### src/rtl/mem_access_arbiter.sv
// mem_access_arbiter
// Shares the single-port 8-bit feature memory between requester A (pixel /
// feature writer) and requester B (texture classifier reader). A round-robin
// pointer picks the owner when both request together. The owner's burst of
// 1..16 beats is then driven onto the memory pins, one access per cycle.
// This block is the only driver of mem_en / mem_rw / mem_abus / mem_dbus_in.

module mem_access_arbiter #(
  parameter int MEM_DEPTH = 128,
  parameter int AW        = 8
) (
  input  logic          clk,
  input  logic          reset,

  // requester A
  input  logic          a_req,
  input  logic          a_we,
  input  logic [AW-1:0] a_addr,
  input  logic [3:0]    a_len,
  input  logic [7:0]    a_wdata,
  output logic          a_gnt,
  output logic          a_beat,
  output logic          a_rvalid,
  output logic          a_done,

  // requester B
  input  logic          b_req,
  input  logic          b_we,
  input  logic [AW-1:0] b_addr,
  input  logic [3:0]    b_len,
  input  logic [7:0]    b_wdata,
  output logic          b_gnt,
  output logic          b_beat,
  output logic          b_rvalid,
  output logic          b_done,

  // shared read data
  output logic [7:0]    rdata,

  // memory pins
  output logic          mem_en,
  output logic          mem_rw,
  output logic [AW-1:0] mem_abus,
  output logic [7:0]    mem_dbus_in,
  input  logic [7:0]    mem_dbus_out
);

  // Highest legal word address; the burst address wraps from here back to 0.
  localparam logic [AW-1:0] LAST_ADDR = AW'(MEM_DEPTH - 1);

  typedef enum logic [1:0] {
    IDLE = 2'd0,
    BUSY = 2'd1,
    DONE = 2'd2
  } state_t;

  state_t        state;
  logic          owner_b;    // 1: B owns the current burst, 0: A owns it
  logic          prio_b;     // round-robin pointer, 1: B wins a tie
  logic [3:0]    len_q;      // latched beats-minus-one of the current burst
  logic [3:0]    cnt;        // beats already issued, minus one
  logic          win_b;      // arbitration result for this cycle
  logic [AW-1:0] abus_next;  // next burst address with wrap

  // Arbitration: a lone requester wins; on a tie the round-robin pointer decides.
  always_comb begin
    win_b = b_req & (~a_req | prio_b);
  end

  // Burst address advance, wrapping at the end of the memory.
  always_comb begin
    abus_next = (mem_abus == LAST_ADDR) ? '0 : mem_abus + AW'(1);
  end

  // Beats are qualified by the registered enable so a grant never issues early.
  assign a_beat = mem_en & a_gnt;
  assign b_beat = mem_en & b_gnt;

  // Write data goes straight from the owner to the memory; zero otherwise.
  always_comb begin
    mem_dbus_in = 8'h00;
    if (mem_en && !mem_rw) begin
      mem_dbus_in = owner_b ? b_wdata : a_wdata;
    end
  end

  // Arbitration FSM, burst sequencing and read-data capture.
  // NOTE: every register here uses non-blocking assignment so all flops see
  // the pre-edge values of each other, regardless of statement order.
  always_ff @(posedge clk) begin
    if (reset) begin
      state    <= IDLE;
      owner_b  <= 1'b0;
      prio_b   <= 1'b0;
      len_q    <= 4'd0;
      cnt      <= 4'd0;
      a_gnt    <= 1'b0;
      b_gnt    <= 1'b0;
      a_done   <= 1'b0;
      b_done   <= 1'b0;
      a_rvalid <= 1'b0;
      b_rvalid <= 1'b0;
      rdata    <= 8'h00;
      mem_en   <= 1'b0;
      mem_rw   <= 1'b0;
      mem_abus <= '0;
    end else begin
      // Done is a single-cycle pulse; only the BUSY exit raises it.
      a_done <= 1'b0;
      b_done <= 1'b0;

      // Memory read data is combinational, so capture it on every read beat;
      // the owner's rvalid follows one cycle behind its beat.
      a_rvalid <= a_beat & mem_rw;
      b_rvalid <= b_beat & mem_rw;
      if (mem_en && mem_rw) begin
        rdata <= mem_dbus_out;
      end

      unique case (state)
        IDLE: begin
          if (a_req || b_req) begin
            owner_b  <= win_b;
            a_gnt    <= ~win_b;
            b_gnt    <= win_b;
            mem_en   <= 1'b1;
            mem_rw   <= win_b ? ~b_we : ~a_we;
            mem_abus <= win_b ? b_addr : a_addr;
            len_q    <= win_b ? b_len : a_len;
            cnt      <= 4'd0;
            state    <= BUSY;
          end
        end

        BUSY: begin
          // Requests and inputs are ignored here; the latched burst runs out.
          mem_abus <= abus_next;
          if (cnt == len_q) begin
            mem_en <= 1'b0;
            a_done <= ~owner_b;
            b_done <= owner_b;
            state  <= DONE;
          end else begin
            cnt <= cnt + 4'd1;
          end
        end

        DONE: begin
          // Hand priority to the requester that was not just served.
          a_gnt  <= 1'b0;
          b_gnt  <= 1'b0;
          prio_b <= ~owner_b;
          state  <= IDLE;
        end

        default: begin
          state <= IDLE;
        end
      endcase
    end
  end

endmodule

### config.mk
export PLATFORM = sky130hd
export DESIGN_NAME = mem_access_arbiter
export DESIGN_NICKNAME = d
export VERILOG_FILES = /design/src/rtl/mem_access_arbiter.sv
export SDC_FILE = /design/constraint.sdc
export NUM_CORES = 1
export LEC_CHECK = 0
export CAP_MARGIN = 20
export CELL_PAD_IN_SITES_DETAIL_PLACEMENT = 0
export CELL_PAD_IN_SITES_GLOBAL_PLACEMENT = 1
export CORE_MARGIN = 1.5
export CORE_UTILIZATION = 30
export DETAILED_ROUTE_END_ITERATION = 7
export GPL_TIMING_DRIVEN = 0
export PLACE_DENSITY_LB_ADDON = 0.05
export SYNTH_ARGS = -nofsm -noshare
export SYNTH_HDL_FRONTEND = slang
export SYNTH_SLANG_ARGS = --single-unit
export TNS_END_PERCENT = 20
### constraint.sdc
create_clock -name clk -period 2.85 [get_ports clk]
set_input_delay 0.855 -clock clk [delete_from_list [all_inputs] [get_ports clk]]
set_output_delay 0.855 -clock clk [all_outputs]
set_load 0.05 [all_outputs]
======== Word level (Yosys, flattened, before mapping) ========
Index checks and enable logic that the tools add are counted.
storage, ports and cells
  logic and storage cells ................. 72
  memory bits (read-only) ................. 0
  memories kept ........................... 0
  bits of input ports ..................... 54
  register bits after elaboration ......... 36
  bits in latches ......................... 0
  memory bits (writable) .................. 0
  output and inout port bits .............. 34
operators by class
  shifts and indexed selects .............. 0
  reductions and logical operators ........ 14
  bitwise logic cells ..................... 13
  equality and inequality tests ........... 7
  multiplexer cells ....................... 21
  div/mod/pow operators ................... 0
  magnitude comparators ................... 0
  add/sub/neg operators ................... 2
  multiply operators ...................... 0
operators with widths
  kind                                                             number
  8-bit two-way mux                                                5
  8-bit case mux with 2 select lines                               1
  4-bit two-way mux                                                3
  8-bit by 1-bit adder with 8-bit output, second input constant    1
  8-bit by 7-bit == test with 1-bit output, second input constant  1
  4-bit case mux with 2 select lines                               1
  2-bit AND reduction                                              4
  1-bit NOT                                                        7
  2-bit inequality test, second input constant                     3
  1-bit case mux with 2 select lines                               3
  3-bit AND reduction                                              2
  1-bit bitwise AND                                                5
  1-bit two-way mux                                                5
  4-bit by 1-bit adder with 4-bit output, second input constant    1
  4-bit == test                                                    1
  2-bit two-way mux                                                2
  2-bit case mux with 2 select lines                               1
  2-bit nonzero test                                               2
  3-bit OR reduction                                               1
  2-bit by 1-bit == test with 1-bit output, second input constant  1
  2-bit == test, second input constant                             1
  1-bit logical AND                                                2
  2-bit logical NOT                                                1
  1-bit logical NOT                                                1
  other kinds (2)                                                  2

======== Longest topological paths before layout ========
Gate-level depths: netlist (run 1).
  word-level depth ........................ 6
  depth in mapped cells ................... 6
  depth with buffers taken out ............ 6

======== Least setup slack after synthesis (run 1) ========
OpenSTA, ideal clock, no wires.
  path kind ............................... register to output
  start ................................... register mem_en
  end ..................................... output port mem_dbus_in[0]
  buffers on the path ..................... 1
  arrival ................................. 1.605 ns
  setup slack ............................. 0.390 ns
  required time ........................... 1.995 ns
  stages on the path, launching flop included .. 4
  cells stage by stage .................... dfxtp_1 nand2b_1 clkbuf_1 nor2_1
between the ends
  word-level cells in the longest chain between the ends .. 2
ends and longest elaborated chain
  what                    RTL line  text
  from (decl)             41        output logic mem_en,
  from (signal assigned)  104       mem_en <= 1'b0;
  from (signal assigned)  126       mem_en <= 1'b1;
  from (signal assigned)  139       mem_en <= 1'b0;
  1-bit logical AND       82        if (mem_en && !mem_rw) begin
  8-bit two-way mux       82
  to (decl)               44        output logic [7:0] mem_dbus_in,
No other way between the ends.

======== Final worst setup path (run 1) ========
  start ................................... input port a_wdata[2]
  end ..................................... output port mem_dbus_in[2]
between the ends
  word-level cells in the longest chain between the ends .. 2
ends and longest elaborated chain
  what               RTL line  text
  from (decl)        20        input logic [7:0] a_wdata,
  8-bit two-way mux  83        mem_dbus_in = owner_b ? b_wdata : a_wdata;
  8-bit two-way mux  82
No other way between the ends.

==> impl_results.md, run 1 <==
- Drt pass-1 iters: 4
- Max Slew Vio Count: 0
- End-of-flow core utilization: 48.8%
- Worst clock skew: between 0.005 and 0.006 ns
- DRT Wirelength: 5530 µm
- Worst-Skew Late Latency: just under 0.3 ns
- Crit start category: input port
- Slew HR: 55.4%
- Post-synthesis mux area share: approximately 11%
- R2R Path End: mem_abus[3]
- GRT overflow: 0
- Initial Utilization: between 30% and 40%
- Vias in the first global route: ~1900
- Post-synth EDFFs: 0
- First-pass GRT wire length: 9170 µm
- Post-synthesis compound-gate area fraction: approximately 16%
- Area growth, synth to finish: 57.9%
- Share of cells above drive strength 1: 9.29%
- Crit-path max FO: 1
- CTS tree: built
- FF-to-FF path depth: 6
- Setup CP Type: input port to output pin
- Setup repair bufs after CTS: 0
- Wire length per cell: about 14 µm
- Endpoints failing hold: 0
- Antenna violations before repair: 0
- Die Ht: 80.6 µm
- Req. time, crit path: around 2 ns
- Routed vias/inst: about 4.9
- RSZ-0062 raised after global routing: no
- Total CTS buffers: 5
- CORE AREA: 5850 µm²
- Hold Crit Depth: 2
- CTS clk-pin slew, worst paths: 0.07 ns
- Hold endpoint: rdata[2]
- Gates resized, CTS repair: 21
- WHS: 0.458 ns
- Ys async rst share: 0%
- Clock sinks: 36
- Adder-Cell Fraction of Synth Area: under 10%
- Endpoints failing setup: 0
- Syn nets: between 200 and 300
- Worst Hold Class: flop to flop
- Sequential cell area fraction in the yosys report: around two fifths
- Via Count: roughly 1900
- Largest net degree at the start of global routing: 12
- Main synth FF type: dfxtp_1
- Setup crit end kind: output pin
- Width of the die: 80.6 µm
- Final WS setup: around 0.14 ns
- Worst hold start: rdata[2]
- Final Power: roughly 1800 µW
- Worst r2r src: prio_b
- Arrival time worst endpoint: roughly 1.9 ns
- Syn_area_per_cell: around 8.3 µm²
- Synth Register Bits: 36
- Slew at the pin with the worst max-slew slack: 0.663 ns
- Largest family of logic cells by synthesized area: simple AND/OR/NAND/NOR gates
- Die area: around 6500 µm²
- Clock tree buffer depth: 2
- CTS Root Cell: clkbuf_8
- Design area: ~2900 µm²
- IO buf count: 86
- Initial DRC Count: around 100
- Post-Synth XOR/XNOR Area: 3.39%
- Status: completed
- Setup WS pre-CTS: -0.320 ns
- Gpl congestion: between 0.7 and 0.8
- Dpl hpwl: 4100 µm
- Power Density: 632 nW/µm²
- Placed inst area: about 2800 µm²
- Leak pwr: between 0.001 and 0.0015 µW
- Ys Warns: 0
- Routed Antenna Nets: 0
- Simple-gate share of the synthesized area: around a quarter
- GRT Util Overall: between 10% and 20%
- Fmax achieved: 0.369 GHz
- Ant. Diodes: 0
- Reg2reg setup slack: 1.10 ns
- Final period util: 95.2%
- # rows: 28
- H-tree depth: 2
- Post-synthesis cell area: ~1800 µm²
- Final Critical Period: between 2 and 3 ns
- Yosys cell types: 42
- Net count, final: ~370
- I/O pins: slightly below 90
- Remaining routing DRC violations: 0
- Worst ir drop on vdd: around 240 µV
- FILL cells: slightly above 600
- Max-cap viol count: 0
- Gate Count Post-Synth: 218
- Post-CTS Hold Fix Bufs: 0
==> where the power goes <==
group | total [µW] | internal [µW] | switching, µW
clock | 448 | 260 | 188
combinational | 717 | 272 | 445
sequential | 638 | 568 | 70.4
==> per-stage QoR <==
step | std cells | setup TNS, ns
finish | 387 | 0
global route | 387 | 0
CTS | 387 | 0
detailed placement | 379 | -2.41
global placement | 379 | -2.39
floorplan | 218 | 0
==> sequential cells by signal, indices dropped and copies added (netlist names) <==
signal	flops
state	2
b_done	1
b_rvalid	1
prio_b	1
len_q	4
owner_b	1
a_gnt	1
mem_en	1
rdata	8
mem_abus	8
b_gnt	1
a_rvalid	1
a_done	1
cnt	4
mem_rw	1
==> layout make-up <==
class | instances | area, µm² | area share [%]
Tap cell | 75 | 93.8 | 3.29
Buffer | 14 | 60.1 | 2.11
Clock inverter | 2 | 35.0 | 1.23
Clock buffer | 6 | 72.6 | 2.54
Multi-Input combinational cell | 163 | 1010 | 35.4
Inverter | 5 | 18.8 | 0.658
Timing Repair Buffer | 86 | 843 | 29.6
Sequential cell | 36 | 721 | 25.3
==> logic make-up (layout without fill, tap and decap cells) <==
family | count (synthesis) | count (layout)
adders and majority gates | 2 | 2
AOI/OAI and AO/OA | 43 | 43
DFF | 36 | 36
muxes | 19 | 19
buffers and inverters | 19 | 113
xor gates and xnor gates | 7 | 7
and+or+nand+nor | 92 | 92
==> worst max-delay path, stage by stage <==
cell             delay [ns]
clkdlybuf4s50_1        0.46
mux2i_1                0.06
nor2_1                 0.10
clkdlybuf4s15_2        0.38
==> layer usage <==
metal / vias to the layer above / GRT usage [%] / part of all wire, %
met5: - / 0 / 0
met4: 0 / 5.69 / 0.83
met3: 5 / 3.41 / 4.7
met2: 49 / 30.4 / 48
met1: 879 / 24.1 / 46
li1: 972 / - / -
==> how the worst max path moves through the flow <==
stage | startpoint | to | slack, ns | cells past startpoint
floorplan | mem_en | mem_dbus_in[0] | 0.39 | 3
global placement | b_wdata[0] | mem_dbus_in[0] | -0.33 | 4
detailed placement | b_wdata[0] | mem_dbus_in[0] | -0.32 | 4
CTS | b_wdata[3] | mem_dbus_in[3] | 0.004 | 4
global route | b_wdata[0] | mem_dbus_in[0] | 0.05 | 4
finish | a_wdata[2] | mem_dbus_in[2] | 0.14 | 4
==> Yosys cell counts, drive strengths merged (3+ instances only) <==
master / number / area share, %
xnor2: 4 / 1.9
dfxtp: 36 / 40
buf: 7 / 1.8
inv: 5 / 1.0
o21ai: 4 / 1.1
nor3: 9 / 2.5
and3: 3 / 1.1
nand4: 3 / 1.0
a21oi: 20 / 5.5
mux2i: 15 / 8.3
nand3: 22 / 6.4
nor2: 18 / 3.7
nand2: 22 / 4.6
clkbuf: 7 / 1.5
a211oi: 6 / 2.5
and2: 3 / 1.0
nand2b: 4 / 1.4
xor2: 3 / 1.5
mux2: 4 / 2.5
==> placed cells by master, fill, tap and decap left out, drive strengths merged, types with 3 or more instances in the layout <==
cell,Yosys,layout
inv,5,5
nor3,9,9
and3,3,3
nand4,3,3
clkdlybuf4s50,0,76
a21oi,20,20
clkdlybuf4s15,0,4
xor2,3,3
nand2,22,22
nand2b,4,4
and2,3,3
clkbuf,7,18
dfxtp,36,36
o21ai,4,4
nor2,18,18
mux2i,15,15
a211oi,6,6
xnor2,4,4
mux2,4,4
nand3,22,22
buf,7,6
(Power assumes the default switching activity.)
==> run 2, diff against run 1 <==
--- a/config.mk
+++ b/config.mk
@@ -8,11 +8,14 @@
 export CAP_MARGIN = 20
 export CELL_PAD_IN_SITES_DETAIL_PLACEMENT = 0
 export CELL_PAD_IN_SITES_GLOBAL_PLACEMENT = 1
+export CORE_ASPECT_RATIO = 0.75
 export CORE_MARGIN = 1.5
 export CORE_UTILIZATION = 30
+export CTS_CLUSTER_SIZE = 8
 export DETAILED_ROUTE_END_ITERATION = 7
 export GPL_TIMING_DRIVEN = 0
 export PLACE_DENSITY_LB_ADDON = 0.05
+export RECOVER_POWER = 50
 export SYNTH_ARGS = -nofsm -noshare
 export SYNTH_HDL_FRONTEND = slang
 export SYNTH_SLANG_ARGS = --single-unit
==> run 2 against run 1 <==
Largest power group unchanged. Combinational power barely moved. Non-clock buffer count stayed put. Highest routed layer unchanged. Largest cell class unchanged. First-iteration DRC count shrank 30%. Global-route usage shrank 0.55 points. Worst setup slack worse by 0.025 ns. Final cell count increased by 0.78%. Maximum frequency is 0.92% lower.
==> impl_results.md, run 2 (same netlist as run 1, synthesis figures left out) <==
- CTS tree: built
- Width of the die: 92.6 µm (+15%)
- WHS: 0.451 ns (-0.00768 ns)
- Power Density: 605 nW/µm² (-4.3%)
- Setup CP Type: input port to output pin
- Most frequent cells in the layout: clkdlybuf4s50_1 (60), dfxtp_1 (36), nand2_1 (22)
- Final Power: 1720 µW (-4.5%)
- Dpl hpwl: 4100 µm (about the same)
- CTS clk-pin slew, worst paths: 0.08 ns (about the same)
- IO buf count: 86 (unchanged)
- Clock sinks: 36 (unchanged)
- Fmax achieved: 0.365 GHz (-0.92%)
- Initial DRC Count: 69 (-30%)
- CORE AREA: 5830 µm² (-0.43%)
- Net count, final: 367 (unchanged)
- GRT overflow: 0 (unchanged)
- Final period util: 96.1% (+0.89 points)
- Drt pass-1 iters: 4 (unchanged)
- Share of cells above drive strength 1: 8.97% (-0.32 points)
- Initial Utilization: 31.0% (+0.13 points)
- Gpl congestion: 0.773 (+4.5%)
- Commonest non-fill, non-tap cell in the layout: clkdlybuf4s50_1
- Worst Hold Class: flop to flop
- Worst ir drop on vdd: 284 µV (+17%)
- Endpoints failing hold: 0 (unchanged)
- Max Slew Vio Count: 0 (unchanged)
- Status: completed
- Remaining routing DRC violations: 0 (unchanged)
- Routed vias/inst: 4.82 (-2.1%)
- Vias in the first global route: 1877 (-1.6%)
- Slew HR: 51.6% (-3.8 points)
- Routed Antenna Nets: 0 (unchanged)
- Final Critical Period: 2.74 ns (+0.0253 ns)
- Largest net degree at the start of global routing: 13 (+1)
- Setup repair bufs after CTS: 0 (unchanged)
- RSZ-0062 raised after global routing: no
- Max-cap viol count: 0 (unchanged)
- Wire length per cell: 13.9 µm (-2.5%)
- Arrival time worst endpoint: 1.88 ns (+0.02 ns)
- Antenna violations before repair: 0 (unchanged)
- Largest registers: mem_abus (8), rdata (8)
- Worst-Skew Late Latency: 0.30 ns (about the same)
- Setup TNS: 0 ns (unchanged)
- GRT Util Overall: 17.8% (-0.55 points)
- Worst clock skew: 0.0116 ns (+0.00602 ns)
- H-tree depth: 2 (unchanged)
- DRT Wirelength: 5430 µm (-1.7%)
- Ant. Diodes: 0 (unchanged)
- Crit-path max FO: 1 (unchanged)
- Die area: 6500 µm² (about the same)
- Endpoints failing setup: 0 (unchanged)
- Design area: 2850 µm² (-0.22%)
- Die Ht: 70.2 µm (-13%)
- Slew at the pin with the worst max-slew slack: 0.721 ns (+0.0572 ns)
- # rows: 24 (-14%)
- Crit start category: input port
- Clock tree buffer depth: 2 (unchanged)
- Leak pwr: 0.00110 µW (+3.2%)
- Req. time, crit path: 2.00 ns (about the same)
- Area growth, synth to finish: 57.5%
- First-pass GRT wire length: 9150 µm (-0.23%)
- Setup crit end kind: output pin
- Via Count: 1879 (-1.4%)
- I/O pins: 88 (unchanged)
- Placed inst area: 2770 µm² (+0.14%)
- Total CTS buffers: 5 (unchanged)
- CTS Root Cell: clkbuf_8
==> run 2: changes by cell type in the layout (fill, tap and decap cells not counted), sizes merged <==
cell           previous run  this run
clkinv                    1         3
clkdlybuf4s15             4         6
buf                       6         3
dlygate4sd3               0        16
bufinv                    1         0
clkdlybuf4s50            76        60
==> run 2: area by class of cell <==
type,count,area [µm²]
Clock inverter,3,18.8
Multi-Input combinational cell,163,1010
Inverter,5,18.8
Timing Repair Buffer,86,856
Buffer,14,57.6
Tap cell,78,97.6
Clock buffer,5,68.8
Sequential cell,36,721
Fill cell,588,2980
==> run 2: where the power goes <==
| group | switching [µW] | internal [µW] |
|---|---|---|
| Clock | 194 | 170 |
| Combinational | 448 | 270 |
| Sequential | 72.4 | 568 |
| Total | 714 | 1010 |
==> run 2: through the flow <==
| stage | worst slack (ns) | util, % | cells |
|---|---|---|---|
| floorplan | 0.390 | - | 218 |
| global placement | -0.353 | 47.5 | 382 |
| detailed placement | -0.330 | 47.5 | 382 |
| CTS | 0.00799 | 49.1 | 390 |
| global route | 0.0376 | 48.9 | 390 |
| finish | 0.111 | 48.9 | 390 |
==> run 2: path summary, 6_finish.rpt <==
kind                    end       start  slack [ns]  cells after the start
max          mem_dbus_in[0]  b_wdata[0]        0.11                      4
min reg2reg        rdata[6]    rdata[6]        0.45                      2
min                rdata[6]    rdata[6]        0.45                      2
max reg2reg     mem_abus[3]      prio_b        1.07                      6
==> run 2: routing by layer <==
| layer | GRT usage [%] | vias up | routed length, µm |
|---|---|---|---|
| li1 | - | 965 | - |
| met4 | 3.54 | 0 | 28 |
| met3 | 6.97 | 3 | 502 |
| met1 | 25.9 | 848 | 2790 |
| met2 | 24.8 | 63 | 2120 |
| met5 | 0 | - | 0 |
==> run 2: timing repair <==
action / in CTS / in global routing
setup endpoints to repair: 10 / 2
hold endpoints to repair: 0 / 0
gates resized for setup: 24 / 2
cloned: 0 / 0
hold buffers: 0 / 0
==> run 2: critical path, stage by stage <==
cell,delay [ns]
clkdlybuf4s50_1,0.45
mux2i_1,0.06
nor2_1,0.13
clkdlybuf4s15_2,0.38
